<file path="config.mk">
export PLATFORM = sky130hd
export DESIGN_NAME = image_loader_mc
export DESIGN_NICKNAME = d
export VERILOG_FILES = /design/src/rtl/loader_pkg.sv /design/src/rtl/pix_deinterleave.sv /design/src/rtl/image_loader_mc.sv
export SDC_FILE = /design/constraint.sdc
export NUM_CORES = 1
export LEC_CHECK = 0
export ABC_AREA = 1
export BUFFER_PORTS_ARGS = -buffer_cell sky130_fd_sc_hd__clkbuf_2
export CAP_MARGIN = 10
export CORE_UTILIZATION = 30
export CTS_CLUSTER_DIAMETER = 30
export CTS_CLUSTER_SIZE = 12
export DETAILED_ROUTE_END_ITERATION = 7
export HOLD_SLACK_MARGIN = 0.05
export PLACE_DENSITY = 0.48
export SETUP_SLACK_MARGIN = 0.05
export SYNTH_ARGS = -nofsm -noshare
export SYNTH_HDL_FRONTEND = slang
export SYNTH_SLANG_ARGS = --single-unit
</file>
<file path="constraint.sdc">
create_clock -name i_clk -period 3.9 [get_ports i_clk]
set_clock_uncertainty 0.05 [all_clocks]
set_input_delay 0.195 -clock i_clk [delete_from_list [all_inputs] [get_ports i_clk]]
set_output_delay 0.195 -clock i_clk [all_outputs]
set_load 0.02 [all_outputs]
</file>
<file path="src/rtl/loader_pkg.sv">
// Shared definitions for the multi-channel image loader.
// Contents: frame FSM state encoding, err_code values and default marker bytes.
package loader_pkg;

  typedef enum logic [2:0] {
    StIdle,
    StData,
    StEnd1,
    StEnd2,
    StDone,
    StErr
  } state_e;

  localparam logic [1:0] ERR_NONE = 2'd0;
  localparam logic [1:0] ERR_END  = 2'd1;
  localparam logic [1:0] ERR_TMO  = 2'd2;
  localparam logic [1:0] ERR_OVR  = 2'd3;

  localparam logic [7:0] DEF_START_MARK = 8'h66;
  localparam logic [7:0] DEF_END_MARK1  = 8'h66;
  localparam logic [7:0] DEF_END_MARK2  = 8'hBB;

endpackage

</file>
<file path="src/rtl/pix_deinterleave.sv">
// Pixel assembler and channel de-interleaver.
// Collects PIX_BYTES little-endian bytes into one sample and maps the pixel-interleaved
// stream onto a channel-planar address (ch*IMG_PIXELS + pix) with an offset register.
// Ports:
//   i_clk, i_rst_n : clock, synchronous active-low reset
//   i_clear        : restart counters at the start of a frame
//   i_valid/i_byte : one payload byte
//   o_valid        : registered one-cycle write strobe
//   o_addr/o_data  : registered planar address and assembled sample
module pix_deinterleave #(
  parameter int unsigned CHANNELS   = 1,
  parameter int unsigned IMG_PIXELS = 784,
  parameter int unsigned PIX_BYTES  = 1,
  parameter int unsigned AW         = 10,
  parameter int unsigned DW         = 8
) (
  input  logic          i_clk,
  input  logic          i_rst_n,
  input  logic          i_clear,
  input  logic          i_valid,
  input  logic [7:0]    i_byte,
  output logic          o_valid,
  output logic [AW-1:0] o_addr,
  output logic [DW-1:0] o_data
);

  localparam int unsigned CW = (CHANNELS > 1) ? $clog2(CHANNELS) : 1;

  logic          w_samp_done;
  logic [DW-1:0] w_sample;

  logic [CW-1:0] r_ch;
  logic [AW-1:0] r_pix;
  logic [AW-1:0] r_off;   // ch*IMG_PIXELS, built by repeated addition
  logic          r_valid;
  logic [AW-1:0] r_addr;
  logic [DW-1:0] r_data;

  if (PIX_BYTES == 1) begin : g_one_byte
    assign w_samp_done = i_valid;
    assign w_sample    = i_byte;
  end else begin : g_two_byte
    logic       r_half;   // high while waiting for the MSB
    logic [7:0] r_lo;
    always_ff @(posedge i_clk) begin
      if (!i_rst_n || i_clear) begin
        r_half <= 1'b0;
        r_lo   <= 8'h00;
      end else if (i_valid) begin
        r_half <= ~r_half;
        r_lo   <= i_byte;
      end
    end
    assign w_samp_done = i_valid & r_half;
    assign w_sample    = {i_byte, r_lo};
  end

  always_ff @(posedge i_clk) begin
    if (!i_rst_n) begin
      r_ch    <= '0;
      r_pix   <= '0;
      r_off   <= '0;
      r_valid <= 1'b0;
      r_addr  <= '0;
      r_data  <= '0;
    end else begin
      r_valid <= w_samp_done;
      if (i_clear) begin
        r_ch  <= '0;
        r_pix <= '0;
        r_off <= '0;
      end else if (w_samp_done) begin
        r_addr <= r_off + r_pix;
        r_data <= w_sample;
        if (r_ch == CW'(CHANNELS - 1)) begin
          r_ch  <= '0;
          r_off <= '0;
          r_pix <= r_pix + 1'b1;
        end else begin
          r_ch  <= r_ch + 1'b1;
          r_off <= r_off + AW'(IMG_PIXELS);
        end
      end
    end
  end

  assign o_valid = r_valid;
  assign o_addr  = r_addr;
  assign o_data  = r_data;

endmodule

</file>
<file path="src/rtl/image_loader_mc.sv">
// Multi-channel ping-pong image loader.
// Validates the start marker, streams the payload through pix_deinterleave into the
// current write bank, checks the two-byte trailer and flips banks on success.
// Ports:
//   i_clk, i_rst_n            : clock, synchronous active-low reset
//   i_weights_loaded          : bytes ignored while low; falling mid-frame aborts silently
//   i_rx_data/i_rx_ready      : routed byte stream
//   i_img_consumed            : inference released bank o_rd_bank
//   o_wr_en/bank/addr/data    : planar RAM write port
//   o_image_loaded, o_rd_bank : frame-complete pulse, newest complete bank
//   o_frame_err, o_err_code   : abort pulse and sticky abort reason
module image_loader_mc
  import loader_pkg::*;
#(
  parameter int unsigned CHANNELS    = 1,
  parameter int unsigned IMG_PIXELS  = 784,
  parameter int unsigned PIX_BYTES   = 1,
  parameter logic [7:0]  START_MARK  = DEF_START_MARK,
  parameter logic [7:0]  END_MARK1   = DEF_END_MARK1,
  parameter logic [7:0]  END_MARK2   = DEF_END_MARK2,
  parameter int unsigned TIMEOUT_CYC = 1_000_000,
  localparam int unsigned AW = (CHANNELS * IMG_PIXELS > 1) ? $clog2(CHANNELS * IMG_PIXELS) : 1,
  localparam int unsigned DW = 8 * PIX_BYTES
) (
  input  logic          i_clk,
  input  logic          i_rst_n,
  input  logic          i_weights_loaded,
  input  logic [7:0]    i_rx_data,
  input  logic          i_rx_ready,
  input  logic          i_img_consumed,
  output logic          o_wr_en,
  output logic          o_wr_bank,
  output logic [AW-1:0] o_wr_addr,
  output logic [DW-1:0] o_wr_data,
  output logic          o_image_loaded,
  output logic          o_rd_bank,
  output logic          o_frame_err,
  output logic [1:0]    o_err_code
);

  localparam int unsigned NumBytes = CHANNELS * IMG_PIXELS * PIX_BYTES;
  localparam int unsigned BCW      = (NumBytes > 1) ? $clog2(NumBytes) : 1;
  localparam int unsigned TW       = $clog2(TIMEOUT_CYC + 1);

  state_e         r_state, w_state_d;
  logic           w_accept, w_in_frame, w_tmo_hit, w_start, w_byte_vld;
  logic [1:0]     w_err_d, w_full_d;

  logic [BCW-1:0] r_bcnt;
  logic [TW-1:0]  r_tmo;
  logic [1:0]     r_full;
  logic [1:0]     r_err_pend;   // reason latched on entry to StErr
  logic [1:0]     r_err_code;
  logic           r_wr_bank, r_rd_bank, r_image_loaded, r_frame_err;

  assign w_accept   = i_rx_ready & i_weights_loaded;
  assign w_in_frame = (r_state == StData) || (r_state == StEnd1) || (r_state == StEnd2);
  assign w_tmo_hit  = (r_tmo == TW'(TIMEOUT_CYC - 1));

  always_ff @(posedge i_clk) begin
    if (!i_rst_n) r_state <= StIdle;
    else          r_state <= w_state_d;
  end

  always_comb begin
    w_state_d  = r_state;
    w_start    = 1'b0;
    w_byte_vld = 1'b0;
    w_err_d    = r_err_pend;
    case (r_state)
      StIdle: begin
        if (w_accept && i_rx_data == START_MARK) begin
          if (&r_full) begin
            w_state_d = StErr;
            w_err_d   = ERR_OVR;
          end else begin
            w_state_d = StData;
            w_start   = 1'b1;
          end
        end
      end
      StData, StEnd1, StEnd2: begin
        if (!i_weights_loaded) begin
          w_state_d = StIdle;
        end else if (i_rx_ready) begin
          // A byte arriving on the expiry cycle wins over the timeout.
          if (r_state == StData) begin
            w_byte_vld = 1'b1;
            if (r_bcnt == BCW'(NumBytes - 1)) w_state_d = StEnd1;
          end else if (r_state == StEnd1) begin
            if (i_rx_data == END_MARK1) begin
              w_state_d = StEnd2;
            end else begin
              w_state_d = StErr;
              w_err_d   = ERR_END;
            end
          end else begin
            if (i_rx_data == END_MARK2) begin
              w_state_d = StDone;
            end else begin
              w_state_d = StErr;
              w_err_d   = ERR_END;
            end
          end
        end else if (w_tmo_hit) begin
          w_state_d = StErr;
          w_err_d   = ERR_TMO;
        end
      end
      StDone, StErr: w_state_d = StIdle;
      default:       w_state_d = StIdle;
    endcase
  end

  // Consumption clears first so a same-cycle completion into that bank wins.
  always_comb begin
    w_full_d = r_full;
    if (i_img_consumed)     w_full_d[r_rd_bank] = 1'b0;
    if (r_state == StDone)  w_full_d[r_wr_bank] = 1'b1;
  end

  always_ff @(posedge i_clk) begin
    if (!i_rst_n) begin
      r_bcnt         <= '0;
      r_tmo          <= '0;
      r_full         <= 2'b00;
      r_err_pend     <= ERR_NONE;
      r_err_code     <= ERR_NONE;
      r_wr_bank      <= 1'b0;
      r_rd_bank      <= 1'b0;
      r_image_loaded <= 1'b0;
      r_frame_err    <= 1'b0;
    end else begin
      r_image_loaded <= (r_state == StDone);
      r_frame_err    <= (r_state == StErr);
      r_err_pend     <= w_err_d;
      r_full         <= w_full_d;
      if (r_state == StErr) r_err_code <= r_err_pend;
      if (r_state == StDone) begin
        r_rd_bank <= r_wr_bank;
        r_wr_bank <= ~r_wr_bank;
      end
      if (w_start)         r_bcnt <= '0;
      else if (w_byte_vld) r_bcnt <= r_bcnt + 1'b1;
      if (w_in_frame && !i_rx_ready) r_tmo <= r_tmo + 1'b1;
      else                           r_tmo <= '0;
    end
  end

  pix_deinterleave #(
    .CHANNELS   (CHANNELS),
    .IMG_PIXELS (IMG_PIXELS),
    .PIX_BYTES  (PIX_BYTES),
    .AW         (AW),
    .DW         (DW)
  ) u_deint (
    .i_clk   (i_clk),
    .i_rst_n (i_rst_n),
    .i_clear (w_start),
    .i_valid (w_byte_vld),
    .i_byte  (i_rx_data),
    .o_valid (o_wr_en),
    .o_addr  (o_wr_addr),
    .o_data  (o_wr_data)
  );

  assign o_wr_bank      = r_wr_bank;
  assign o_rd_bank      = r_rd_bank;
  assign o_image_loaded = r_image_loaded;
  assign o_frame_err    = r_frame_err;
  assign o_err_code     = r_err_code;

endmodule

</file>
==> metrics.yaml, run 1 <==
status:
  status: "finished clean"
placed_design:
  placed_cell_area_mm2: 0.00359
  io_buffers: 37
  gp_congestion: 0.853
  place_hpwl_mm: 5.18
  dp_cells: 632
logic_synthesis:
  synth-edff-count: 0
  ys_seq_area_frac: 0.438
  synthFlopType: "dfxtp_1"
  synth_top_area_frac: 0.438
  ys_types: 31
  yosysWarnings: 0
  syn_inst: 470
  syn_avg_cell_area_um2: 7.00
  netlist_area_mm2: 0.00329
  synthTopCellsByArea: "dfxtp_1, nand2_1, inv_1"
  synth-seq-cells: 72
  synth_nets: 486
  synthArstFlopShare: 0
  synth.most_common_cell: "nand2_1"
  synth_largest_area_cell: "dfxtp_1"
  synth_commonest_cells: "nand2_1, dfxtp_1, inv_1"
flow_run:
  cap_violations: 0
drt:
  drc: 0
  via_per_inst: 4.55
  wl_mm: 7.31
  ant_nets: 0
  drt_pass1_iterations: 5
  wire_per_inst_um: 11.2
  vias: 2964
  drt_iter0_markers: 124
clock_tree:
  cts_tree: "built"
  cts_sinks: 72
  clk_path_buf_depth: 2
  ctsRootBufferMaster: "clkbuf_8"
  postCtsSetupRepairBufs: 0
  insertion_delay_ns: 0.34
  htreeDepth: 3
  path_clk_slew_ns: 0.08
  cts_inserted_buffers: 9
  post_cts_resized: 0
critical_path:
  cp.arrival_ns: 2.40
  cp-start-kind: "register"
  required_ns: 4.07
  crit_fanout: 30
  cp-end-kind: "register"
  critPathKind: "reg2reg"
power_and_ir_drop:
  vdd_ir_drop_max_mv: 0.216
  power.density_mw_per_mm2: 451
  p_leak_uw: 0.00149
floorplan:
  num_io_pins: 38
  dieHeight_um: 107
  core_mm2: 0.0105
  die_x_um: 107
  start_util: 0.315
  std_cell_rows: 37
  dieArea_mm2: 0.0114
sta:
  finalCritPeriodShare: 0.572
  rsz0062_at_grt: "false"
  tns_ns: 0
  finalCriticalPeriod_ns: 2.23
  final-hold-violation-count: 0
  setup_violations: 0
  drv_slew: 0
  tightest_slew_ns: 0.597
  relSlewSlack: 0.601
  clock.fmax_mhz: 448
final_layout:
  finalNonFillerCells: 652
  areaGrowthSynthToFinish_pct: 16.4
  fin_area_mm2: 0.00383
  drive_gt1_frac: 0.126
  finalCoreUtilization: 0.366
  num_antenna_cells: 0
  nets: 527
grt:
  grt_max_degree: 31
  antenna_found_initial: 0
  grt_pass1_wl_mm: 12.6
  grtUsageTotal: 0.138
  gr-total-overflow: 0
  grt_pass1_vias: 2790
worst_hold_path:
  hp-class: "in2reg"
[repair_timing]
| action | CTS | global route |
|---|---|---|
| endpoints found under the hold margin | 4 | 0 |
| endpoints found under the setup margin | 0 | 0 |
| hold buffers | 4 | 0 |
[state kept, by name, summed over array words and instances (netlist names), 2 cells and up]
register	count
r_tmo	20
r_bcnt	10
u_deint.o_addr	10
u_deint.r_pix	10
u_deint.o_data	8
r_state	3
o_err_code	2
r_err_pend	2
r_full	2
[layout make-up]
type	instances	area [µm²]
clock buffers	9	124
inverters	63	236
well taps	136	170
fillers	1149	6630
repair buffers	43	240
multi-input cells	322	1550
flip-flops and latches	72	1440
clock inverters	7	71.3
[routing by layer]
metal | vias up | GRT usage | routed length [µm]
li1 | 1597 | - | -
met1 | 1326 | 0.176 | 3630
met2 | 37 | 0.228 | 3440
met3 | 4 | 0.0340 | 178
met4 | 0 | 0.0431 | 55
met5 | - | 0 | 0
[cells by family (layout without fill, tap and decap cells)]
kind of cell / Yosys count / after routing / synth area share
buffers and inverters: 76 / 122 / 0.0920
adders and majority gates: 3 / 3 / 0.0114
AOI/OAI and AO/OA: 92 / 92 / 0.145
and+or+nand+nor: 219 / 219 / 0.292
DFF: 72 / 72 / 0.438
xor gates and xnor gates: 8 / 8 / 0.0213
[report_power, final]
part	internal [µW]	leakage, µW	switching (µW)
sequential	782	0.000582	30.0
clock	295	0.0000916	295
combinational	102	0.000813	222
[through the flow]
step	hold WS (ns)	power, µW	worst slack (ns)
floorplan	0.280	1070	2.35
global placement	0.385	1150	1.73
detailed placement	0.396	1150	1.68
CTS	0.0552	1760	1.66
global route	0.0796	1840	1.40
finish	0.0700	1730	1.67
[worst max-delay path: stages, from the launching register on]
cell and delay (ns):
dfxtp_1 0.35, inv_1 0.15, nand4_2 0.18, nor2_4 0.52
inv_1 0.39, nor2_1 0.27, nand2_1 0.08, nand2_1 0.07
a21oi_1 0.05
[worst paths after layout]
| kind | start | end | slack, ns | cells after the start |
|---|---|---|---|---|
| worst max-delay path | r_state[2]$_SDFFE_PN0P_ | r_bcnt[6]$_SDFFE_PP0P_ | 1.67 | 8 |
| worst min-delay path | i_rx_data[7] | u_deint.o_data[7]$_SDFFE_PN0P_ | 0.07 | 3 |
| worst max register to register | r_state[2]$_SDFFE_PN0P_ | r_bcnt[6]$_SDFFE_PP0P_ | 1.67 | 8 |
| worst min register to register | o_err_code[0]$_SDFFE_PN0P_ | o_err_code[0]$_SDFFE_PN0P_ | 0.40 | 2 |
[placed cells by master, fill, tap and decap left out, types with 4 or more instances in the layout]
cell type	Yosys	final
nand2_1	92	92
dfxtp_1	72	72
inv_1	63	63
nor2_1	62	62
a21oi_1	47	47
clkbuf_2	1	37
o21ai_0	36	36
nand3_1	27	27
nand4_1	13	13
nor3_1	9	9
clkbuf_8	0	9
nor2_2	6	6
xor2_1	6	6
dlygate4sd3_1	0	4
(Power assumes the default switching activity.)
==> run 2, diff against run 1 <==
clock period = 2.26 ns   (was 3.9 ns; I/O delays follow)
==> run 2 against run 1 <==
Core utilization up 0.38 points. Power up 67%. Critical path depth is 2 higher. Largest cell class unchanged. Largest power group unchanged. Die area unchanged. Critical path type unchanged. Highest routed layer unchanged. Sequential power rose by 72%.
==> metrics.yaml, run 2 (synthesized netlist as in run 1, its figures left out) <==
sta:
  relSlewSlack: 0.682
  tightest_slew_ns: 0.477
  finalCritPeriodShare: 0.794
  clock.fmax_mhz: 557
  finalCriticalPeriod_ns: 1.79
  tns_ns: 0
  final-hold-violation-count: 0
  setup_slack_ns: 0.466
  setup_violations: 0
  rsz0062_at_grt: "false"
  drv_slew: 0
clock_tree:
  htreeDepth: 3
  path_clk_slew_ns: 0.08
  post_cts_resized: 0
  cts_hold_buf: 8
  postCtsSetupRepairBufs: 0
  insertion_delay_ns: 0.35
  cts_inserted_buffers: 9
  cts_tree: "built"
  clk_path_buf_depth: 2
  ctsRootBufferMaster: "clkbuf_8"
  cts_sinks: 72
critical_path:
  required_ns: 2.45
  cp-start-kind: "register"
  worstRegToRegCells: 10
  critPathKind: "reg2reg"
  cp.arrival_ns: 1.98
  crit_fanout: 5
  r2r-end: "r_tmo[18]$_SDFF_PN0_"
  critical-path-top-delay-family: "simple AND/OR/NAND/NOR gates"
  r2r_start: "r_tmo[0]$_SDFF_PN0_"
  crit_chain: "ha_1 > nand3_1 > nor2_2 > nand2_1 > nor2_1 > inv_1 > nor2_2 > nand3_1 > nand2_1 > a21oi_1"
  critPathLaunch: "r_tmo[0]$_SDFF_PN0_"
  cp-end-kind: "register"
  slowest_delay_ns: 0.38
  regToRegSetupSlack_ns: 0.47
  cp_slowest_cell: "dfxtp_1"
  critPathBufInv: 1
placed_design:
  gp_congestion: 0.816
  place_hpwl_mm: 5.28
  pre_cts_ws_ns: 0.475
  io_buffers: 37
power_and_ir_drop:
  power.total_uw: 2880
  vdd_ir_drop_max_mv: 0.364
  power.density_mw_per_mm2: 745
  p_leak_uw: 0.00150
floorplan:
  die_x_um: 107
  dieHeight_um: 107
  core_mm2: 0.0105
  start_util: 0.315
  dieArea_mm2: 0.0114
  std_cell_rows: 37
  num_io_pins: 38
grt:
  grt_max_degree: 29
  gr-total-overflow: 0
  grt_pass1_vias: 2921
  antenna_found_initial: 0
  grt_pass1_wl_mm: 13.0
  grtUsageTotal: 0.143
drt:
  drt_pass1_iterations: 4
  ant_nets: 0
  wl_mm: 7.49
  wire_per_inst_um: 11.4
  drc: 0
  vias: 3056
  drt_iter0_markers: 135
  via_per_inst: 4.64
final_layout:
  nets: 534
  most-common-layout-cells: "nand2_1, dfxtp_1, inv_1, nor2_1, a21oi_1"
  num_antenna_cells: 0
  nFillCells: 1140
  drive_gt1_frac: 0.128
  finalCoreUtilization: 0.370
  areaGrowthSynthToFinish_pct: 17.6
  largest_reg_flops: 20
  final_common_cell: "nand2_1"
  regMostFlops: "r_tmo"
worst_hold_path:
  worstHoldStart: "i_img_consumed"
  hp-class: "in2reg"
  whs_path_depth: 4
  whs_endpoint: "r_full[0]$_SDFF_PN0_"
status:
  status: "finished clean"
flow_run:
  cap_violations: 0
[run 2: cell types whose count changed in the layout (fill, tap and decap cells not counted), sizes merged]
| cell | before | now |
|---|---|---|
| buf | 2 | 5 |
| bufinv | 1 | 0 |
| clkbuf | 46 | 47 |
| dlygate4sd3 | 4 | 8 |
[run 2: report_power, final]
| group | internal, µW | total [µW] | switching [µW] |
|---|---|---|---|
| Clock | 402 | 911 | 509 |
| Combinational | 189 | 571 | 383 |
| Sequential | 1350 | 1400 | 53.6 |
| Total | 1940 | 2880 | 945 |
[run 2: metrics by stage]
stage / hold WS (ns) / instance area (µm²) / instances
4_1_cts: 0.0501 / 3870 / 659
5_1_grt: 0.0657 / 3870 / 659
2_1_floorplan: 0.198 / 3290 / 470
3_5_place_dp: 0.326 / 3620 / 635
6_report: 0.0746 / 3870 / 659
3_3_place_gp: 0.321 / 3620 / 635
[run 2: worst reg2reg max path, stage by stage, from the launching register on]
cell and delay, ns:
dfxtp_1 0.38, ha_1 0.20, nand3_1 0.17, nor2_2 0.21
nand2_1 0.12, nor2_1 0.16, inv_1 0.09, nor2_2 0.12
nand3_1 0.08, nand2_1 0.06, a21oi_1 0.05
[run 2: metal layers]
metal  GRT usage  vias to the layer above  part of all wire
li1            -                     1614                 -
met1       0.178                     1387              0.47
met2       0.236                       45              0.47
met3      0.0359                       10             0.039
met4      0.0528                        0             0.015
met5           0                        -                 0
[run 2: worst max-delay path by stage]
stage,endpoint,depth (start not counted)
finish,r_tmo[18]$_SDFF_PN0_,10
global placement,r_tmo[14]$_SDFF_PN0_,8
detailed placement,r_tmo[18]$_SDFF_PN0_,10
CTS,r_tmo[18]$_SDFF_PN0_,10
floorplan,r_tmo[18]$_SDFF_PN0_,10
global route,r_bcnt[6]$_SDFFE_PP0P_,7
[run 2: layout make-up]
class                           count  area [µm²]  share of cell area
Multi-Input combinational cell    322        1550               0.400
Sequential cell                    72        1440               0.372
Timing Repair Buffer               50         303              0.0782
Inverter                           63         236              0.0611
Tap cell                          136         170              0.0440
Clock buffer                       10         128              0.0330
Clock inverter                      6        45.0              0.0116
